[src/rtl/mem_port_arbiter.sv]
// rtl/mem_port_arbiter.sv - two-port round-robin burst arbiter for a shared syn/ack/last memory port
module mem_port_arbiter #(
    parameter int DWIDTH   = 32,
    parameter int AWIDTH   = 32,
    parameter int TO_WIDTH = 8
) (
    input  logic                a_clk,
    input  logic                a_rst,

    input  logic                r0_syn,
    input  logic [AWIDTH-1:0]   r0_addr,
    output logic                r0_ack,
    output logic                r0_last,
    output logic [DWIDTH-1:0]   r0_rdata,
    output logic                r0_err,

    input  logic                r1_syn,
    input  logic [AWIDTH-1:0]   r1_addr,
    input  logic                r1_we,
    input  logic [DWIDTH-1:0]   r1_wdata,
    input  logic [DWIDTH/8-1:0] r1_wsel,
    output logic                r1_ack,
    output logic                r1_last,
    output logic [DWIDTH-1:0]   r1_rdata,
    output logic                r1_err,

    output logic                m_syn,
    output logic [AWIDTH-1:0]   m_addr,
    output logic                m_we,
    output logic [DWIDTH-1:0]   m_wdata,
    output logic [DWIDTH/8-1:0] m_wsel,
    input  logic                m_ack,
    input  logic                m_last,
    input  logic [DWIDTH-1:0]   m_rdata,

    output logic                a_o_busy
);

    typedef enum logic [1:0] {
        IDLE = 2'd0,
        GNT0 = 2'd1,
        GNT1 = 2'd2
    } state_t;

    // Trip one count early so the timeout fires on the (2**TO_WIDTH-1)-th silent grant cycle.
    localparam logic [TO_WIDTH-1:0] WD_TRIP = TO_WIDTH'((1 << TO_WIDTH) - 2);

    state_t              state;
    state_t              state_nx;
    logic                last_gnt;
    logic [TO_WIDTH-1:0] wdog;

    logic                gnt_syn;
    logic                timeout;
    logic                burst_end;

    always_comb begin
        gnt_syn = 1'b0;
        case (state)
            GNT0:    gnt_syn = r0_syn;
            GNT1:    gnt_syn = r1_syn;
            default: gnt_syn = 1'b0;
        endcase
    end

    assign timeout   = (state != IDLE) && !m_ack && (wdog == WD_TRIP);
    assign burst_end = (state != IDLE) &&
                       ((m_ack && m_last) || (!gnt_syn && !m_ack) || timeout);

    // State register, round-robin history, watchdog and error pulses.
    always_ff @(posedge a_clk) begin
        if (a_rst) begin
            state    <= IDLE;
            last_gnt <= 1'b1;
            wdog     <= '0;
            r0_err   <= 1'b0;
            r1_err   <= 1'b0;
        end else begin
            state <= state_nx;
            if (state == IDLE && state_nx == GNT0) begin
                last_gnt <= 1'b0;
            end else if (state == IDLE && state_nx == GNT1) begin
                last_gnt <= 1'b1;
            end
            if (state == IDLE || burst_end || m_ack) begin
                wdog <= '0;
            end else begin
                wdog <= wdog + 1'b1;
            end
            r0_err <= timeout && (state == GNT0);
            r1_err <= timeout && (state == GNT1);
        end
    end

    always_comb begin
        state_nx = state;
        case (state)
            IDLE: begin
                if (r0_syn && r1_syn) begin
                    state_nx = last_gnt ? GNT0 : GNT1;
                end else if (r0_syn) begin
                    state_nx = GNT0;
                end else if (r1_syn) begin
                    state_nx = GNT1;
                end
            end
            GNT0, GNT1: begin
                if (burst_end) begin
                    state_nx = IDLE;
                end
            end
            default: state_nx = IDLE;
        endcase
    end

    // Port muxing is purely combinational from the grant state; IDLE drives everything quiet.
    always_comb begin
        m_syn    = 1'b0;
        m_addr   = '0;
        m_we     = 1'b0;
        m_wdata  = '0;
        m_wsel   = '0;
        r0_ack   = 1'b0;
        r0_last  = 1'b0;
        r0_rdata = '0;
        r1_ack   = 1'b0;
        r1_last  = 1'b0;
        r1_rdata = '0;
        case (state)
            GNT0: begin
                m_syn    = r0_syn;
                m_addr   = r0_addr;
                r0_ack   = m_ack;
                r0_last  = m_last;
                r0_rdata = m_rdata;
            end
            GNT1: begin
                m_syn    = r1_syn;
                m_addr   = r1_addr;
                m_we     = r1_we;
                m_wdata  = r1_wdata;
                m_wsel   = r1_wsel;
                r1_ack   = m_ack;
                r1_last  = m_last;
                r1_rdata = m_rdata;
            end
            default: begin
            end
        endcase
    end

    assign a_o_busy = (state != IDLE);

endmodule

[config.mk]
export PLATFORM = sky130hd
export DESIGN_NAME = mem_port_arbiter
export DESIGN_NICKNAME = d
export VERILOG_FILES = /design/src/rtl/mem_port_arbiter.sv
export SDC_FILE = /design/constraint.sdc
export NUM_CORES = 1
export LEC_CHECK = 0
export BUFFER_PORTS_ARGS = -buffer_cell sky130_fd_sc_hd__buf_4
export CORE_AREA = 2 2 110 112
export DETAILED_ROUTE_END_ITERATION = 7
export DIE_AREA = 0 0 112 114
export GPL_TIMING_DRIVEN = 0
export PLACE_DENSITY = 0.56
export SETUP_SLACK_MARGIN = 0.5
export SYNTH_ARGS = -nofsm -noshare
export SYNTH_HDL_FRONTEND = slang
export SYNTH_SLANG_ARGS = --single-unit
[constraint.sdc]
create_clock -name a_clk -period 2.55 [get_ports a_clk]
set_clock_uncertainty 0.2 [all_clocks]
set_input_delay 0.51 -clock a_clk [delete_from_list [all_inputs] [get_ports a_clk]]
set_output_delay 0.51 -clock a_clk [all_outputs]
set_load 0.005 [all_outputs]
=== Word level (Yosys, flattened, before mapping) ===
Index checks and enable logic that the tools add are counted.

* Register bits: 13
* Bits in latches: 0
* Bits in writable memories: 0
* Memory bits (read-only): 0
* Input port bits: 139
* Output and inout bits: 141
* Logic and storage cells: 51
* Memories kept: 0

* Add/sub/neg operators: 1
* Multipliers: 0
* Div/mod/pow operators: 0
* Order comparisons: 0
* Equality and inequality tests: 5
* Shift operators: 0
* Mux-type cells: 19
* Bitwise gates (word level): 0
* Reduce and logical (&&, ||, !) cells: 21

{| class="wikitable"
|+ Operators by type and width
! cell !! count
|-
| $mux 32 || 3
|-
| $pmux 32 s2 || 1
|-
| $logic_and 1x1->1 || 10
|-
| $mux 2 || 5
|-
| $add 8x1->8 const B || 1
|-
| $eq 8x8->1 const B || 1
|-
| $mux 1 || 7
|-
| $eq 2x1->1 const B || 2
|-
| $eq 2x2->1 const B || 2
|-
| $logic_or 1x1->1 || 4
|-
| $mux 4 || 1
|-
| $pmux 2 s2 || 1
|-
| $reduce_bool 2->1 || 2
|-
| $reduce_or 2->1 || 2
|-
| $logic_not 1->1 || 2
|-
| $logic_not 2->1 || 1
|-
| $pmux 1 s2 || 1
|}

=== Longest topological paths before layout ===
* Depth in word-level cells: 13
* Depth in mapped cells: 8
* Gate-level depth less buffers: 6

=== Worst setup path after synthesis ===
No wires, ideal clock.

* Path type: reg-to-output
* Start: register state[0]
* End: output port m_wdata[10]
* Arrival: 1,284 ps
* Data required time: 1,840 ps
* Path slack: 556 ps
* Cell stages (with the launch flop): 7
* Path buffers: 3
* Path through: dfxtp_1 inv_1 ha_1 buf_2 clkbuf_1 clkbuf_1 and2_1

* Word-level cells in the longest chain between the ends: 2

{| class="wikitable"
|+ RTL lines
! what !! line !! RTL
|-
| from (decl) || 48 || <nowiki>state_t state;</nowiki>
|-
| from (signal assigned) || 79 || <nowiki>state <= state_nx;</nowiki>
|-
| $eq 2x2->1 || 129 || <nowiki>case (state)</nowiki>
|-
| $mux 32 || 129 ||
|-
| to (decl) || 30 || <nowiki>output logic [DWIDTH-1:0] m_wdata,</nowiki>
|}

No other way between the ends.

=== Final worst setup path ===
* Start: register state[0]
* End: output port m_wdata[4]

The elaborated chain is that of the path after synthesis.

==> results.json <==
{
  "outcome": "finished, final reports clean",
  "synth_top_cells_by_area": "and2_1 35%, dfxtp_1 14%, a22oi_1 13%, nor2b_1 11%, clkbuf_1 4.2%",
  "vdd_drop_max_v": 0.000487,
  "ys_seq_area_frac": 0.138,
  "drt-initial-drc-count": 116,
  "clk_latency_ns": 0.24,
  "track_usage": 0.186,
  "synth-seq-cells": 13,
  "synth_adder_area_share": 0.0398,
  "crit_path_end_kind": "output port",
  "required_ns": 1.84,
  "grt_max_degree": 11,
  "maxCapViolCount": 0,
  "syn_inst": 274,
  "hold_viol_final": 0,
  "worstPathArrival_ns": 1.52,
  "max_freq_ghz": 0.449,
  "utilization": 0.475,
  "synth_cell_types": 31,
  "clkPwrFrac": 0.083,
  "slew_headroom": 0.757,
  "async_reset_ff_frac": 0,
  "grt_remaining_overflow": 0,
  "timing.critical_path.mode_cell": "clkbuf_8",
  "tritoncts": "yes",
  "p_comb_frac": 0.846,
  "vias_per_cell": 4.36,
  "power_leakage_uw": 0.00265,
  "internal_power_uw": 2370,
  "cp_slowest_cell": "dfxtp_4",
  "place_inst": 700,
  "rsz0062_at_grt": "yes",
  "place_area_um2": 4170,
  "crit_family": "buffers and inverters",
  "synth_top_family_by_area": "simple AND/OR/NAND/NOR gates",
  "slowest_delay_ns": 0.36,
  "die_y_um": 114,
  "min_period_ns": 2.23,
  "cp-start-kind": "flip-flop",
  "final_cell_area_um2": 5560,
  "finalPower_uw": 3610,
  "syn_to_final_growth_pct": 195,
  "grt_pass1_wl_um": 18900,
  "dr.pass1.iters": 4,
  "crit_chain": "inv_4 > ha_4 > buf_12 > clkbuf_8 > clkbuf_8 > and2_4 > buf_4",
  "yosysTopAreaCell": "and2_1",
  "sw_frac_of_total": 0.344,
  "syn_area_per_cell_um2": 6.89,
  "path_max_fanout": 8,
  "critPathBufInv": 5,
  "insertedDiodeCount": 0,
  "first_global_vias": 3359,
  "synthXorXnorAreaFrac": 0.0186,
  "fp.dieArea_um2": 12800,
  "synth_most_common_cell": "and2_1",
  "synth-edff-count": 0,
  "cts_buffers": 3,
  "stdcell_count": 724,
  "synth_commonest_cells": "106 x and2_1, 32 x a22oi_1, 32 x nor2b_1, 21 x clkbuf_1, 13 x dfxtp_1",
  "yosys_warnings": 0,
  "worstMarginPinSlew_ns": 0.362,
  "syn-num-nets": 419,
  "powerDensity_nw_per_um2": 648,
  "dp_hpwl_um": 9760,
  "clk_pin_slew_worst_paths_ns": 0.05,
  "coreArea_um2": 11700,
  "switching_power_uw": 1240,
  "cts.path.max_buffers": 2,
  "layout-drive-gt1-share": 0.815,
  "yosys-mux-area-fraction": 0,
  "antenna_found_initial": 0,
  "numPortBuffers": 279,
  "hold_path_class": "flip-flop to flip-flop",
  "gp_congestion": 0.841,
  "io_pins": 280,
  "clockRootBuffer": "clkbuf_16",
  "layout.nets": 723,
  "htree_levels": 1,
  "synth-main-ff-cell": "dfxtp_1",
  "cts_sinks": 13,
  "drt-wirelength-per-cell_um": 17.7,
  "netlist.area_leader.share": 0.351,
  "seq_power_share": 0.071,
  "ant_nets": 0,
  "critical_path_class": "flip-flop to output port",
  "whs_ns": 0.306,
  "final-max-slew-violation-count": 0,
  "postCtsHoldBufs": 0,
  "vias": 3156,
  "synth-compound-area-share": 0.188,
  "initial_core_util": 0.161,
  "period_share": 0.873,
  "setup_viol": 0,
  "rows": 40,
  "die-width_um": 112,
  "yosys.area_share.simple": 0.548,
  "drc": 0,
  "synthesis.area_um2": 1890,
  "wl_um": 12800
}
==> power groups by stage <==
| stage | Combinational (uW) | Clock [uW] | Sequential [uW] |
|---|---|---|---|
| final | 3050 | 299 | 255 |
| after global routing | 3260 | 317 | 257 |
| after CTS | 2860 | 304 | 254 |
| after global placement | 1780 | 0 | 247 |
| after floorplan | 828 | 0 | 243 |
| after detailed placement | 1800 | 0 | 249 |
==> sequential cells by signal, summed over array words and instances, names as in the netlist <==
name / count
wdog: 8
state: 2
last_gnt: 1
r0_err: 1
r1_err: 1
==> timing repair <==
item | CTS | global route
pin swaps | 4 | 4
endpoints found under the setup margin | 138 | 138
resized for setup | 280 | 58
setup buffers | 5 | 1
cloned | 14 | 0
endpoints found under the hold margin | 0 | 0
==> metrics by stage <==
step                      setup TNS (ns)  setup WS, ns
after floorplan                        0         0.556
after global placement           -0.0245      -0.00757
after detailed placement          -0.429       -0.0476
after CTS                              0         0.328
after global routing                   0         0.284
final                                  0         0.323
==> final cells by class <==
| cell class | count | area (um^2) |
|---|---|---|
| fillers | 1168 | 6150 |
| inverters | 7 | 31.3 |
| flip-flops and latches | 13 | 268 |
| clock buffers | 4 | 78.8 |
| plain buffers | 24 | 380 |
| well taps | 147 | 184 |
| multi-input cells | 230 | 1930 |
| repair buffers | 299 | 2690 |
==> routing by layer <==
layer  wire (um)  GRT usage  part of all wire  up-vias
li1            -          -                 -     1515
met1        4610      0.206              0.36     1484
met2        6810      0.339              0.53      130
met3        1100     0.0659             0.086       27
met4         293     0.0488             0.023        0
met5           0          0                 0        -
==> final timing paths <==
path,startpoint,to,slack [ns],depth (start not counted)
worst max-delay path,state[0]$_SDFF_PP0_,m_wdata[4],0.32,7
worst min-delay path,wdog[7]$_SDFF_PP0_,wdog[7]$_SDFF_PP0_,0.31,1
worst max register to register,state[1]$_SDFF_PP0_,wdog[2]$_SDFF_PP0_,0.74,8
worst min register to register,wdog[7]$_SDFF_PP0_,wdog[7]$_SDFF_PP0_,0.31,1
==> kinds of logic (layout without fill, tap and decap cells) <==
family                     count (synthesis)  count (layout)
DFF                                       13              13
AOI/OAI and AO/OA                         49              49
and+or+nand+nor                          171             171
buffers and inverters                     31             334
adders and majority gates                  6               6
xor gates and xnor gates                   4               4
==> cells in the final DEF (no fill, tap or decap), drive strengths merged, types with 4 or more instances in the layout <==
cell type | Yosys | final
nor2b | 32 | 32
inv | 7 | 7
a21oi | 5 | 5
dfxtp | 13 | 13
and2 | 106 | 106
nand2 | 4 | 4
nand3 | 7 | 7
clkbuf | 21 | 18
nor2 | 12 | 12
buf | 3 | 309
a22oi | 32 | 32
ha | 6 | 6
Note: power is estimated with default switching activity, not from simulation.
